## config.mk

```make
export PLATFORM = sky130hd
export DESIGN_NAME = cayde_encoder
export DESIGN_NICKNAME = d
export VERILOG_FILES = /design/src/rtl/cayde_encoder.sv
export SDC_FILE = /design/constraint.sdc
export NUM_CORES = 1
export LEC_CHECK = 0
export ABC_AREA = 1
export CORE_MARGIN = 2
export CORE_UTILIZATION = 48
export CTS_CLUSTER_SIZE = 24
export DETAILED_ROUTE_END_ITERATION = 10
export HOLD_SLACK_MARGIN = 0.08
export PLACE_DENSITY = 0.76
export SLEW_MARGIN = 40
export SYNTH_ARGS = -nofsm -noshare
export SYNTH_HDL_FRONTEND = slang
export SYNTH_SLANG_ARGS = --single-unit
```

## constraint.sdc

```tcl
create_clock -name clk -period 2.1 [get_ports clk]
set_input_delay 0.42 -clock clk [delete_from_list [all_inputs] [get_ports clk]]
set_output_delay 0.42 -clock clk [all_outputs]
set_load 0.005 [all_outputs]
```

## src/rtl/cayde_encoder.sv

```systemverilog
// cayde_encoder: R-type instruction encoder with an output FIFO.
//
// Turns an ALU operation code plus register indices into a 32-bit RV32I
// OP-class instruction word. The word is buffered in a small FIFO so the
// consumer can apply backpressure. Operation codes 10 and above are illegal.
// An illegal request stores a NOP (addi x0,x0,0) with its illegal flag set,
// and it bumps a saturating counter.
//
// Handshake semantics (both sides):
//   A transfer happens on a rising edge where valid && ready are both high.
//   A producer holding valid while ready is low must keep its payload stable.
//   in_ready = !full && !flush. It never depends on out_ready, because
//   there is no bypass from input to output.
//   out_instr/out_illegal always show the FIFO head. They cannot change
//   while out_valid && !out_ready.
//
// Optional build macro: CAYDE_ENC_RD0_DROP_EN
//   When defined, a legal request with rd == 0 is accepted but not
//   enqueued, because writing x0 has no architectural effect. Illegal
//   requests with rd == 0 are still enqueued and counted.
//   When undefined, every accepted request is enqueued.

module cayde_encoder #(
    parameter int DEPTH = 4,
    parameter int CNT_W = 8
) (
    input  logic                    clk,
    input  logic                    rst,
    input  logic                    flush,
    input  logic                    in_valid,
    output logic                    in_ready,
    input  logic [6:0]              in_alu_op,
    input  logic [4:0]              in_rd,
    input  logic [4:0]              in_rs1,
    input  logic [4:0]              in_rs2,
    output logic                    out_valid,
    input  logic                    out_ready,
    output logic [31:0]             out_instr,
    output logic                    out_illegal,
    output logic [CNT_W-1:0]        illegal_cnt,
    output logic [$clog2(DEPTH):0]  level
);

    // DEPTH must be a power of two and at least 2. The pointers wrap
    // naturally at AW bits, so no explicit modulo logic is needed.
    localparam int AW = $clog2(DEPTH);
    localparam logic [AW:0] FULL_LVL = (AW + 1)'(DEPTH);

    localparam logic [6:0]  OPCODE_OP = 7'b0110011;
    localparam logic [31:0] NOP_INSTR = 32'h0000_0013;

    localparam logic [6:0] F7_BASE = 7'b0000000;
    localparam logic [6:0] F7_ALT  = 7'b0100000;

    // ------------------------------------------------------------------
    // Encoder datapath
    // ------------------------------------------------------------------
    logic [6:0]  enc_funct7;
    logic [2:0]  enc_funct3;
    logic        enc_illegal;
    logic [31:0] enc_instr;

    // Map the ALU operation code to funct7/funct3 and flag unknown codes.
    always_comb begin
        enc_funct7  = F7_BASE;
        enc_funct3  = 3'b000;
        enc_illegal = 1'b0;
        case (in_alu_op)
            7'd0: begin enc_funct7 = F7_BASE; enc_funct3 = 3'b000; end // ADD
            7'd1: begin enc_funct7 = F7_ALT;  enc_funct3 = 3'b000; end // SUB
            7'd2: begin enc_funct7 = F7_BASE; enc_funct3 = 3'b100; end // XOR
            7'd3: begin enc_funct7 = F7_BASE; enc_funct3 = 3'b111; end // AND
            7'd4: begin enc_funct7 = F7_BASE; enc_funct3 = 3'b110; end // OR
            7'd5: begin enc_funct7 = F7_BASE; enc_funct3 = 3'b001; end // SLL
            7'd6: begin enc_funct7 = F7_BASE; enc_funct3 = 3'b010; end // SLT
            7'd7: begin enc_funct7 = F7_BASE; enc_funct3 = 3'b011; end // SLTU
            7'd8: begin enc_funct7 = F7_BASE; enc_funct3 = 3'b101; end // SRL
            7'd9: begin enc_funct7 = F7_ALT;  enc_funct3 = 3'b101; end // SRA
            default: enc_illegal = 1'b1;
        endcase
    end

    // Illegal requests become a harmless NOP so downstream decode stays sane.
    assign enc_instr = enc_illegal ? NOP_INSTR
                                   : {enc_funct7, in_rs2, in_rs1, enc_funct3,
                                      in_rd, OPCODE_OP};

    // ------------------------------------------------------------------
    // Handshake control
    // ------------------------------------------------------------------
    logic [AW-1:0] wr_ptr;
    logic [AW-1:0] rd_ptr;
    logic          full;
    logic          empty;
    logic          accept;
    logic          drop;
    logic          push;
    logic          pop;

    assign full  = (level == FULL_LVL);
    assign empty = (level == '0);

    // Flush blocks new requests so that nothing lands in a FIFO being cleared.
    assign in_ready = !full && !flush;
    assign accept   = in_valid && in_ready;

`ifdef CAYDE_ENC_RD0_DROP_EN
    // Legal writes to x0 are dropped after acceptance. Illegal ones are kept
    // so that the consumer still sees the flagged NOP.
    assign drop = !enc_illegal && (in_rd == 5'd0);
`else
    assign drop = 1'b0;
`endif

    assign push = accept && !drop;
    // A pop in a flush cycle is ignored. The flush empties the FIFO anyway.
    assign pop  = out_valid && out_ready && !flush;

    // ------------------------------------------------------------------
    // FIFO storage: {illegal flag, instruction word}
    // ------------------------------------------------------------------
    logic [32:0] entry_mem [DEPTH];

    // Write the encoded entry at the tail. Storage itself needs no reset,
    // because the outputs are gated by occupancy.
    always_ff @(posedge clk) begin
        if (push) begin
            entry_mem[wr_ptr] <= {enc_illegal, enc_instr};
        end
    end

    // Pointer and occupancy bookkeeping. Flush wins over any push or pop.
    always_ff @(posedge clk or posedge rst) begin
        if (rst) begin
            wr_ptr <= '0;
            rd_ptr <= '0;
            level  <= '0;
        end else if (flush) begin
            wr_ptr <= '0;
            rd_ptr <= '0;
            level  <= '0;
        end else begin
            if (push) begin
                wr_ptr <= wr_ptr + 1'b1;
            end
            if (pop) begin
                rd_ptr <= rd_ptr + 1'b1;
            end
            case ({push, pop})
                2'b10:   level <= level + 1'b1;
                2'b01:   level <= level - 1'b1;
                default: level <= level;
            endcase
        end
    end

    // Count accepted illegal requests, sticking at all-ones.
    always_ff @(posedge clk or posedge rst) begin
        if (rst) begin
            illegal_cnt <= '0;
        end else if (accept && enc_illegal && (illegal_cnt != '1)) begin
            illegal_cnt <= illegal_cnt + 1'b1;
        end
    end

    // ------------------------------------------------------------------
    // Output view of the FIFO head
    // ------------------------------------------------------------------
    logic [32:0] head_entry;

    assign head_entry  = entry_mem[rd_ptr];
    assign out_valid   = !empty;
    // Zero when empty so the consumer never sees stale or uninitialised data.
    assign out_instr   = out_valid ? head_entry[31:0] : 32'h0;
    assign out_illegal = out_valid && head_entry[32];

endmodule
```

==> run metrics <==
multiplexer share of the synthesized area 0; antenna violations before repair 0; Inst Count DP 635; Synth Area in Compound Gates 0.0923; final std cells w/o fill 670; Initial Util 0.493; Final setup viols 0; share of cells above drive strength 1 0.253; largest net degree at the start of global routing 22; total power 4.76 mW; GRT Resource Usage Total 0.203; sequential share of the synthesized area 0.636; Netlist cell types 32; Max Cap Violations 0; Min Clock Period, post-route between 2000 and 2500 ps; crit path DAT ~1700 ps; worst skew pair latency 360 ps; Setup WS post-layout ~7.8 ps; Synth area leaders edfxtp_1, nor2_1, dfrtp_1; post-synth top area share 0.554; cts-stage hold buffer count 0; Fin Hold WS 427 ps; Total Wirelength 10,200 µm; WL/cell between 15 and 20 µm; Via density 5.09; post-route ant nets 0; CTS max path bufs 2; Die Y between 100 and 150 µm; Synth Area in Adders 0.0181; cell area power density 800 nW/µm²; Syn Std Cell Area 4550 µm²; crit-path max FO 8; Worst Setup End Kind output pin; core area 9240 µm²; P_leak 2.44 nW; Synth area leader edfxtp_1; Root Driver clkbuf_8; initial DRC count 169; Die ar. 10,300 µm²; Die W 101 µm; XOR/XNOR Fraction of Synth Area 0.0154; vias in the first global route 3,431; Post-synth ARST share 0.152; Setup WS pre-CTS -101 ps; max-slew violation count 0; Worst-path clk slew 90 ps; Buffers on Ports 63; Synth Area in Simple Gates 0.162; drt first pass iters 5; clock net sink count about 100; worst path required time 1680 ps; RSZ-0062 raised after global routing true; post-route core utilization 0.644; Area Growth Syn to Fin 30.8%; n_diodes 0; synthesized area per cell roughly 11 µm²; Final GP Congestion 0.861; Max Clock Freq 478 MHz; r2r startpoint level[1]$_DFFE_PP0P_; FF+latch count, synth 99; Final Hold Viols 0; DR vias 3,408; global-route wire length before repair between 15,000 and 20,000 µm; H-tree depth 3; detailed placer's ending HPWL approximately 6300 µm; crit start category flop; Slew HR 0.587; placed cell area 5520 µm²; Remaining DRCs 0; NumNets Final 569; worst reg-to-reg path cell count 14; number of synthesized flops with an enable pin 84; Tightest Pin Transition 618 ps; Primary FF master, synth edfxtp_1; largest family of logic cells by synthesized area simple AND/OR/NAND/NOR gates; finished layout cell area just under 6000 µm²; top cells by count, synth nor2_1, edfxtp_1, inv_1, o21ai_0, nand2_1; count leader, synth nor2_1; yosys synthesis warning count 0; reg-to-reg slack, setup 190 ps; status finished clean; remaining global-route overflow 0; Reg-to-Reg End level[2]$_DFFE_PP0P_; row count 35; IO Count 73; FILL cells 712; Final Cycle Share 0.996; Crit Path Class reg2out; Syn Inst Count 431; Clock Skew between 8 and 9 ps; worst hold path class in2async; Peak VDD IR approximately 570 µV; setup TNS 0 ps; Inserted Clock Buffers 9; TritonCTS clock tree yes
## where the power goes
part           internal [mW]  switching, mW  total [mW]
registers               2.23          0.102        2.33
logic                  0.519          0.507        1.03
clock network          0.789          0.614        1.40
## layout by cell type (no fill, tap or decap), drive strengths merged
cell,synthesis,layout
o21ai,52,52
nor2,111,111
buf,19,63
nor3,2,2
nand3,9,9
dfrtp,15,15
conb,1,9
nor4,1,1
a21oi,26,26
edfxtp,84,84
nand4,7,7
inv,43,42
clkdlybuf4s50,0,40
ha,5,5
fa,1,1
clkinv,0,1
clkinvlp,0,2
bufinv,0,3
xor2,5,5
xnor2,3,3
dlymetal6s2s,0,3
clkbuf,10,20
nand2,37,37
## cell type report
type / count / area, µm² / area share
Clock inverter: 5 / 101 / 0.0170
Sequential cell: 99 / 2900 / 0.487
Tap cell: 129 / 161 / 0.0271
Inverter: 43 / 173 / 0.0290
Multi-Input combinational cell: 268 / 1410 / 0.237
Timing Repair Buffer: 115 / 1080 / 0.181
Clock buffer: 11 / 131 / 0.0221
## state kept, by name (all words and copies together), names as in the netlist
| signal | flops |
|---|---|
| entry_mem | 84 |
| illegal_cnt | 8 |
| level | 3 |
| rd_ptr | 2 |
| wr_ptr | 2 |
## worst max-delay path by stage
stage,depth (start not counted),start,slack [ps],endpoint
floorplan,4,level[0]$_DFFE_PP0P_,50,entry_mem[0][10]$_DFFE_PP_
global placement,12,flush,-40,level[2]$_DFFE_PP0P_
detailed placement,12,flush,-100,level[2]$_DFFE_PP0P_
CTS,6,rd_ptr[0]$_DFFE_PP0P_,-230,out_instr[16]
global route,8,rd_ptr[0]$_DFFE_PP0P_,-70,out_instr[20]
finish,7,rd_ptr[0]$_DFFE_PP0P_,8,out_instr[10]
## routing by layer
layer / global-route usage / vias to the layer above / routed length [µm]
met5: 0 / - / 0
met2: 0.379 / 132 / 5430
met4: 0.0707 / 0 / 167
met3: 0.0331 / 13 / 592
li1: - / 1627 / -
met1: 0.236 / 1636 / 4050
## logic make-up (layout without fill, tap and decap cells)
group | count (synthesis) | after routing
buffers and inverters | 72 | 174
AND/OR/NAND/NOR | 167 | 167
flip-flops | 99 | 99
other | 1 | 9
XOR/XNOR | 8 | 8
AO/OA/AOI/OAI | 78 | 78
adder cells (fa/ha/maj) | 6 | 6
## what timing repair did
item | 4_1_cts | 5_1_grt
pin swaps | 7 | 21
buffers inserted | 11 | 7
hold endpoints to repair | 0 | 0
setup endpoints to repair | 22 | 27
gates cloned | 1 | 0
gates resized for setup | 53 | 79
## critical path: stages, from the launching register on
cell	delay (ps)
dfrtp_2	430
buf_6	140
buf_8	120
nor2_1	60
nor2_1	120
o21ai_1	120
a21oi_2	190
buf_2	140
No activity file was read; power rests on OpenSTA's default activity.
==> edit 1: new RTL, same flow settings <==
The option `CAYDE_ENC_RD0_DROP_EN` is turned on by a define.
--- a/src/rtl/cayde_encoder.sv
+++ b/src/rtl/cayde_encoder.sv
@@ -19,6 +19,8 @@
 //   enqueued, because writing x0 has no architectural effect. Illegal
 //   requests with rd == 0 are still enqueued and counted.
 //   When undefined, every accepted request is enqueued.
+
+`define CAYDE_ENC_RD0_DROP_EN
 
 module cayde_encoder #(
     parameter int DEPTH = 4,
Function: changed (Yosys sat finds a counterexample within 4 cycles, from zero or initial values and one cycle with rst high).
==> edit 1 against the unedited design <==
Setup slack gained 0.0067 ns. Fmax rose by 0.32%. Critical path depth is the same. Via count is 1.7% lower. Register-to-register slack worse by 0.08 ns. Design area down 0.67%. Sequential cell count did not move. Clock power shrank 23%. Synthesized area increased by 0.19%. Power fell by 9.0%. Wire length fell by 0.48%. Critical path type unchanged. Critical endpoint is now out_instr[20]. Largest cell class unchanged. Largest power group unchanged. Highest routed layer unchanged.
==> edit 1: results (changes against the unedited design) <==
| Metric | Value |
|---|---|
| Run status | `finished, final reports clean` |
| First-pass DRT Iterations | `4 (-1)` |
| DP Wirelength | `6.61 mm (+5.1%)` |
| Clock latency on the worst-skew pair | `0.35 ns` |
| Port Buffer Count | `63 (unchanged)` |
| GRT Total Usage | `0.209 (+0.00584)` |
| R2R setup slack | `0.11 ns (-0.08 ns)` |
| Synth top area cells | `edfxtp_1 (55%), nor2_1 (9.2%), dfrtp_1 (8.2%)` |
| Post-synth top cells | `nor2_1 (112), edfxtp_1 (84), o21ai_0 (46)` |
| Routability cong. | `0.797 (-7.3%)` |
| Sequential fraction of the synthesis area | `0.635 (-0.00122)` |
| Netlist cell types | `32 (unchanged)` |
| YS warnings | `0 (unchanged)` |
| Actual slew at the worst max-slew pin | `0.674 ns (+0.0555 ns)` |
| Worst min-delay path class | `input port to asynchronous set/reset pin` |
| Commonest register cell after synthesis | `edfxtp_1` |
| Setup Viol. Count Final | `0 (unchanged)` |
| Initial antenna violation count | `0 (unchanged)` |
| VDD IR max | `0.557 mV (-2.0%)` |
| Antenna-violating nets left | `0 (unchanged)` |
| EDFF count, synth | `84 (unchanged)` |
| H-Tree Level Count | `3 (unchanged)` |
| Layout cells sized above 1 | `0.243 (-0.0102)` |
| Slew Limit Fails | `0 (unchanged)` |
| # diodes | `0 (unchanged)` |
| Via-to-Cell Ratio | `5.05 (-0.78%)` |
| Biggest regs | `entry_mem: 84 flops, illegal_cnt: 8 flops, level: 3 flops` |
| Congestion Overflow GR | `0 (unchanged)` |
| Worst Path Max Fanout | `6 (-2)` |
| Number of fill cells | `685 (-3.8%)` |
| Final net count | `563 (-1.1%)` |
| First-pass GRT wire length | `16.5 mm (+4.3%)` |
| Clock-pin transition on the worst setup and hold timing paths | `0.09 ns (about the same)` |
| Switching power | `0.00120 W (-2.0%)` |
| Root buf cell | `clkbuf_8` |
| Asr flop ratio synth | `0.152 (unchanged)` |
| Leakage | `2.39 nW (-2.0%)` |
| Detailed Route WL | `10.2 mm (-0.48%)` |
| Max Root-Sink Buffers | `2 (unchanged)` |
| Skew final | `0.0104 ns (+0.00168 ns)` |
| DRT iter0 DRCs | `147 (-13%)` |
| Vias in the first global route | `3473 (+1.2%)` |
| Largest net degree at the start of global routing | `22 (unchanged)` |
## edit 1: cell families after synthesis
family,synth area share
simple gates,0.177
fa+ha+maj,0.0181
buf+inv,0.0716
xor+xnor,0.0115
flops,0.635
other cells,0.000822
compound gates,0.0861
## edit 1: worst max-delay path, stage by stage (launching register included)
cell and delay, ns:
dfrtp_2 0.52, buf_8 0.15, buf_12 0.13, nor2_2 0.04, nor2_1 0.12, o21ai_1 0.08, a21oi_1 0.15, buf_2 0.14
## edit 1: final cells by class
type | count | area share
flip-flops and latches | 99 | 0.490
multi-input cells | 272 | 0.252
repair buffers | 107 | 0.175
inverters | 41 | 0.0273
well taps | 129 | 0.0273
clock buffers | 10 | 0.0216
clock inverters | 6 | 0.00656
## edit 1: power by group through the flow
| stage | Sequential, W | Combinational, W | Clock, W |
|---|---|---|---|
| global route | 0.00234 | 0.00102 | 0.00118 |
| detailed placement | 0.00236 | 0.000882 | 0 |
| CTS | 0.00232 | 0.000927 | 0.00108 |
| finish | 0.00233 | 0.000934 | 0.00108 |
| global placement | 0.00235 | 0.000854 | 0 |
| floorplan | 0.00235 | 0.000414 | 0 |
## edit 1: timing repair
item,CTS,global route
hold endpoints to repair,0,0
cloned,3,0
gates resized for setup,111,56
pin swaps,24,29
setup endpoints to repair,23,23
buffers inserted,8,2
## edit 1: final timing paths
path / start / endpoint / depth (start not counted)
min in group clk: in_alu_op[3] / entry_mem[0][5]$_DFFE_PP_ / 2
worst min register to register: illegal_cnt[4]$_DFFE_PP0P_ / illegal_cnt[4]$_DFFE_PP0P_ / 1
worst max register to register: level[0]$_DFFE_PP0P_ / level[2]$_DFFE_PP0P_ / 15
worst max-delay path: rd_ptr[0]$_DFFE_PP0P_ / out_instr[20] / 7
max in group asynchronous: rst / rd_ptr[0]$_DFFE_PP0P_ / 2
worst min-delay path: rst / illegal_cnt[4]$_DFFE_PP0P_ / 2
## edit 1: routing by layer
| layer | global-route usage | up-vias | wire [um] |
|---|---|---|---|
| met5 | 0 | - | 0 |
| met4 | 0.0759 | 0 | 150 |
| met2 | 0.367 | 77 | 5290 |
| li1 | - | 1626 | - |
| met3 | 0.0345 | 18 | 395 |
| met1 | 0.261 | 1630 | 4350 |
## edit 1: stage by stage
| stage | setup slack, ns | cell area [um^2] | util | hold WS (ns) | cells |
|---|---|---|---|---|---|
| finish | 0.0145 | 5910 | 0.640 | 0.431 | 664 |
| detailed placement | -0.383 | 5570 | 0.603 | 0.503 | 639 |
| floorplan | -0.134 | 4590 | - | 0.321 | 441 |
| global placement | -0.433 | 5560 | 0.602 | 0.482 | 639 |
| global route | -0.0744 | 5910 | 0.640 | 0.482 | 664 |
| CTS | -0.0166 | 5850 | 0.633 | 0.439 | 666 |
==> edit 2: new RTL, config.mk and constraints unchanged <==
Made on the original files. Register the output `illegal_cnt` once more, cleared by the reset; this adds one clock of latency there. The other outputs are not delayed to match.
--- a/src/rtl/cayde_encoder.sv
+++ b/src/rtl/cayde_encoder.sv
@@ -51,6 +51,8 @@
 
     localparam logic [6:0] F7_BASE = 7'b0000000;
     localparam logic [6:0] F7_ALT  = 7'b0100000;
+
+    logic [CNT_W-1:0] illegal_cnt_s0;
 
     // ------------------------------------------------------------------
     // Encoder datapath
@@ -157,9 +159,9 @@
     // Count accepted illegal requests, sticking at all-ones.
     always_ff @(posedge clk or posedge rst) begin
         if (rst) begin
-            illegal_cnt <= '0;
-        end else if (accept && enc_illegal && (illegal_cnt != '1)) begin
-            illegal_cnt <= illegal_cnt + 1'b1;
+            illegal_cnt_s0 <= '0;
+        end else if (accept && enc_illegal && (illegal_cnt_s0 != '1)) begin
+            illegal_cnt_s0 <= illegal_cnt_s0 + 1'b1;
         end
     end
 
@@ -174,4 +176,12 @@
     assign out_instr   = out_valid ? head_entry[31:0] : 32'h0;
     assign out_illegal = out_valid && head_entry[32];
 
+    always_ff @(posedge clk or posedge rst) begin
+        if (rst) begin
+            illegal_cnt <= '0;
+        end else begin
+            illegal_cnt <= illegal_cnt_s0;
+        end
+    end
+
 endmodule
Check against the original RTL: not equivalent (a bounded check fails within 4 cycles, from zero or initial values and one cycle with rst high).
==> edit 2 against the unedited design <==
The flow now finishes with violations (negative setup slack). Setup slack got worse by 0.051 ns. Critical path depth unchanged. Power increased by 3.5%. Design area increased by 4.0%. Combinational power increased by 8%. Synthesized area increased by 3.4%. Wire length increased by 6.3%. Synthesized cell count increased by 2.6%. Sequential cell count increased by 8. Non-clock buffer count decreased by 11.
==> edit 2: results (changes against the unedited design) <==
| Metric | Value |
|---|---|
| Slew Limit Fails | `0 (unchanged)` |
| Design Area, Final | `6190 um^2 (+4.0%)` |
| Post-synth top cells | `nor2_1 (107), edfxtp_1 (84), o21ai_0 (47)` |
| Dpl cells | `642 (+1.1%)` |
| Sequential fraction of the synthesis area | `0.658 (+0.0214)` |
| Number of fill cells | `745 (+4.6%)` |
| Post-route insts no fill | `674 (+0.60%)` |
| Crit-path max cell delay | `0.46 ns (+0.03 ns)` |
| Clock-pin transition on the worst setup and hold timing paths | `0.11 ns (+0.02 ns)` |
| Setup Viol. Count Final | `2 (+2)` |
| DP Wirelength | `6.15 mm (-2.2%)` |
| VDD IR max | `0.565 mV (-0.63%)` |
| Sequential power | `0.00254 W (+9.0%)` |
| Largest net degree at the start of global routing | `24 (+9.1%)` |
| Combinational share of power | `0.225 (+0.010)` |
| Fraction of area in registers | `0.501 (+0.0137)` |
| Comb_multi_in | `270 (+0.75%)` |
| Grt met3 use | `0.0339 (+0.000772)` |
| Via-to-Cell Ratio | `5.13 (+0.78%)` |
| Non-CTS inverters | `44 (+2.3%)` |
| Clkbuf count | `10 (-1)` |
| Met1 WL | `4.27 mm (+5.5%)` |
| Failing checks | `negative setup slack` |
| Synth top area cells | `edfxtp_1 (54%), dfrtp_1 (12%), nor2_1 (8.5%)` |
| Clock latency on the worst-skew pair | `0.38 ns (+0.02 ns)` |
| Multi-input logic area | `1440 um^2 (+1.8%)` |
| First-pass GRT wire length | `16.5 mm (+3.9%)` |
| Biggest regs | `entry_mem: 84 flops, illegal_cnt: 8 flops, illegal_cnt_s0: 8 flops` |
| Leakage | `2.61 nW (+7.0%)` |
| Run status | `finished, violations left` |
| DRT iter0 DRCs | `183 (+8.3%)` |
| Syn_area_per_cell | `10.7 um^2 (+0.86%)` |
| Internal | `0.00356 W (+0.66%)` |
| Asr flop ratio synth | `0.215 (+0.0634)` |
| GRT Total Usage | `0.209 (+0.00579)` |
| Slew headroom | `0.669 (+0.0815)` |
| Met3 WL post-DR | `510 um (-14%)` |
| Setup TNS Final | `-0.0434 ns (-0.0434 ns)` |
| Sink Count | `107 (+8.1%)` |
| Nonclk buf count | `104 (-9.6%)` |
| Routability cong. | `0.832 (-3.3%)` |
| Post-DP Area | `5660 um^2 (+2.6%)` |
| Final Worst Setup Slack | `-0.0427 ns (-0.0505 ns)` |
| Layout cells sized above 1 | `0.244 (-0.00924)` |
| Skew final | `0.0186 ns (+0.00988 ns)` |
| Clock power frac | `0.260 (-0.034)` |
| Synth Instances | `442 (+2.6%)` |
| CP top delay family | `buffers and inverters` |
| Worst slack at placement | `-0.167 ns (-0.0662 ns)` |
| M2 GR Usage | `0.374 (-0.00438)` |
| Vias in the first global route | `3499 (+2.0%)` |
| Global routing usage on met1 | `0.247 (+0.0119)` |
| DR WL met2 | `5.85 mm (+7.8%)` |
-- edit 2: cell count changes in the layout (fill, tap and decap cells not counted), moves of 4 or more --
cell | unedited run | this run
buf_4 | 34 | 19
nor2_2 | 15 | 27
nand2_1 | 30 | 41
o21ai_1 | 31 | 21
buf_2 | 11 | 18
o21ai_0 | 15 | 22
clkbuf_2 | 9 | 3
dfrtp_1 | 14 | 22
nor2_1 | 93 | 77
buf_6 | 8 | 4
inv_1 | 35 | 39
nand2_2 | 6 | 0
-- edit 2: logic make-up after synthesis --
group | after synthesis | synth area share
and+or+nand+nor | 172 | 0.153
DFF | 107 | 0.658
AOI/OAI and AO/OA | 75 | 0.0821
buffers and inverters | 73 | 0.0720
xor gates and xnor gates | 8 | 0.0165
adders and majority gates | 6 | 0.0175
other | 1 | 0.000796
-- edit 2: worst paths after layout --
kind                                                    start                       end  slack (ns)  depth (start not counted)
worst max-delay path                    rd_ptr[0]$_DFFE_PP0P_             out_instr[14]       -0.04                          7
worst min-delay path                                      rst     rd_ptr[0]$_DFFE_PP0P_        0.37                          3
worst max register to register           level[1]$_DFFE_PP0P_      level[2]$_DFFE_PP0P_        0.19                         13
worst min register to register  illegal_cnt_s0[0]$_DFFE_PP0P_  illegal_cnt[0]$_DFF_PP0_        0.44                          0
max in group asynchronous                                 rst      level[2]$_DFFE_PP0P_        1.48                          3
min in group clk                illegal_cnt_s0[0]$_DFFE_PP0P_  illegal_cnt[0]$_DFF_PP0_        0.44                          0
-- edit 2: what timing repair did --
item                       CTS  global route
setup endpoints to repair   22            22
setup buffers                8             4
pin swaps                   19            14
gates cloned                 4             3
gates resized for setup    116            53
-- edit 2: tightest hold or removal path: stages --
cell and delay [ns]:
clkdlybuf4s50_1 0.39, inv_1 0.05, buf_4 0.29
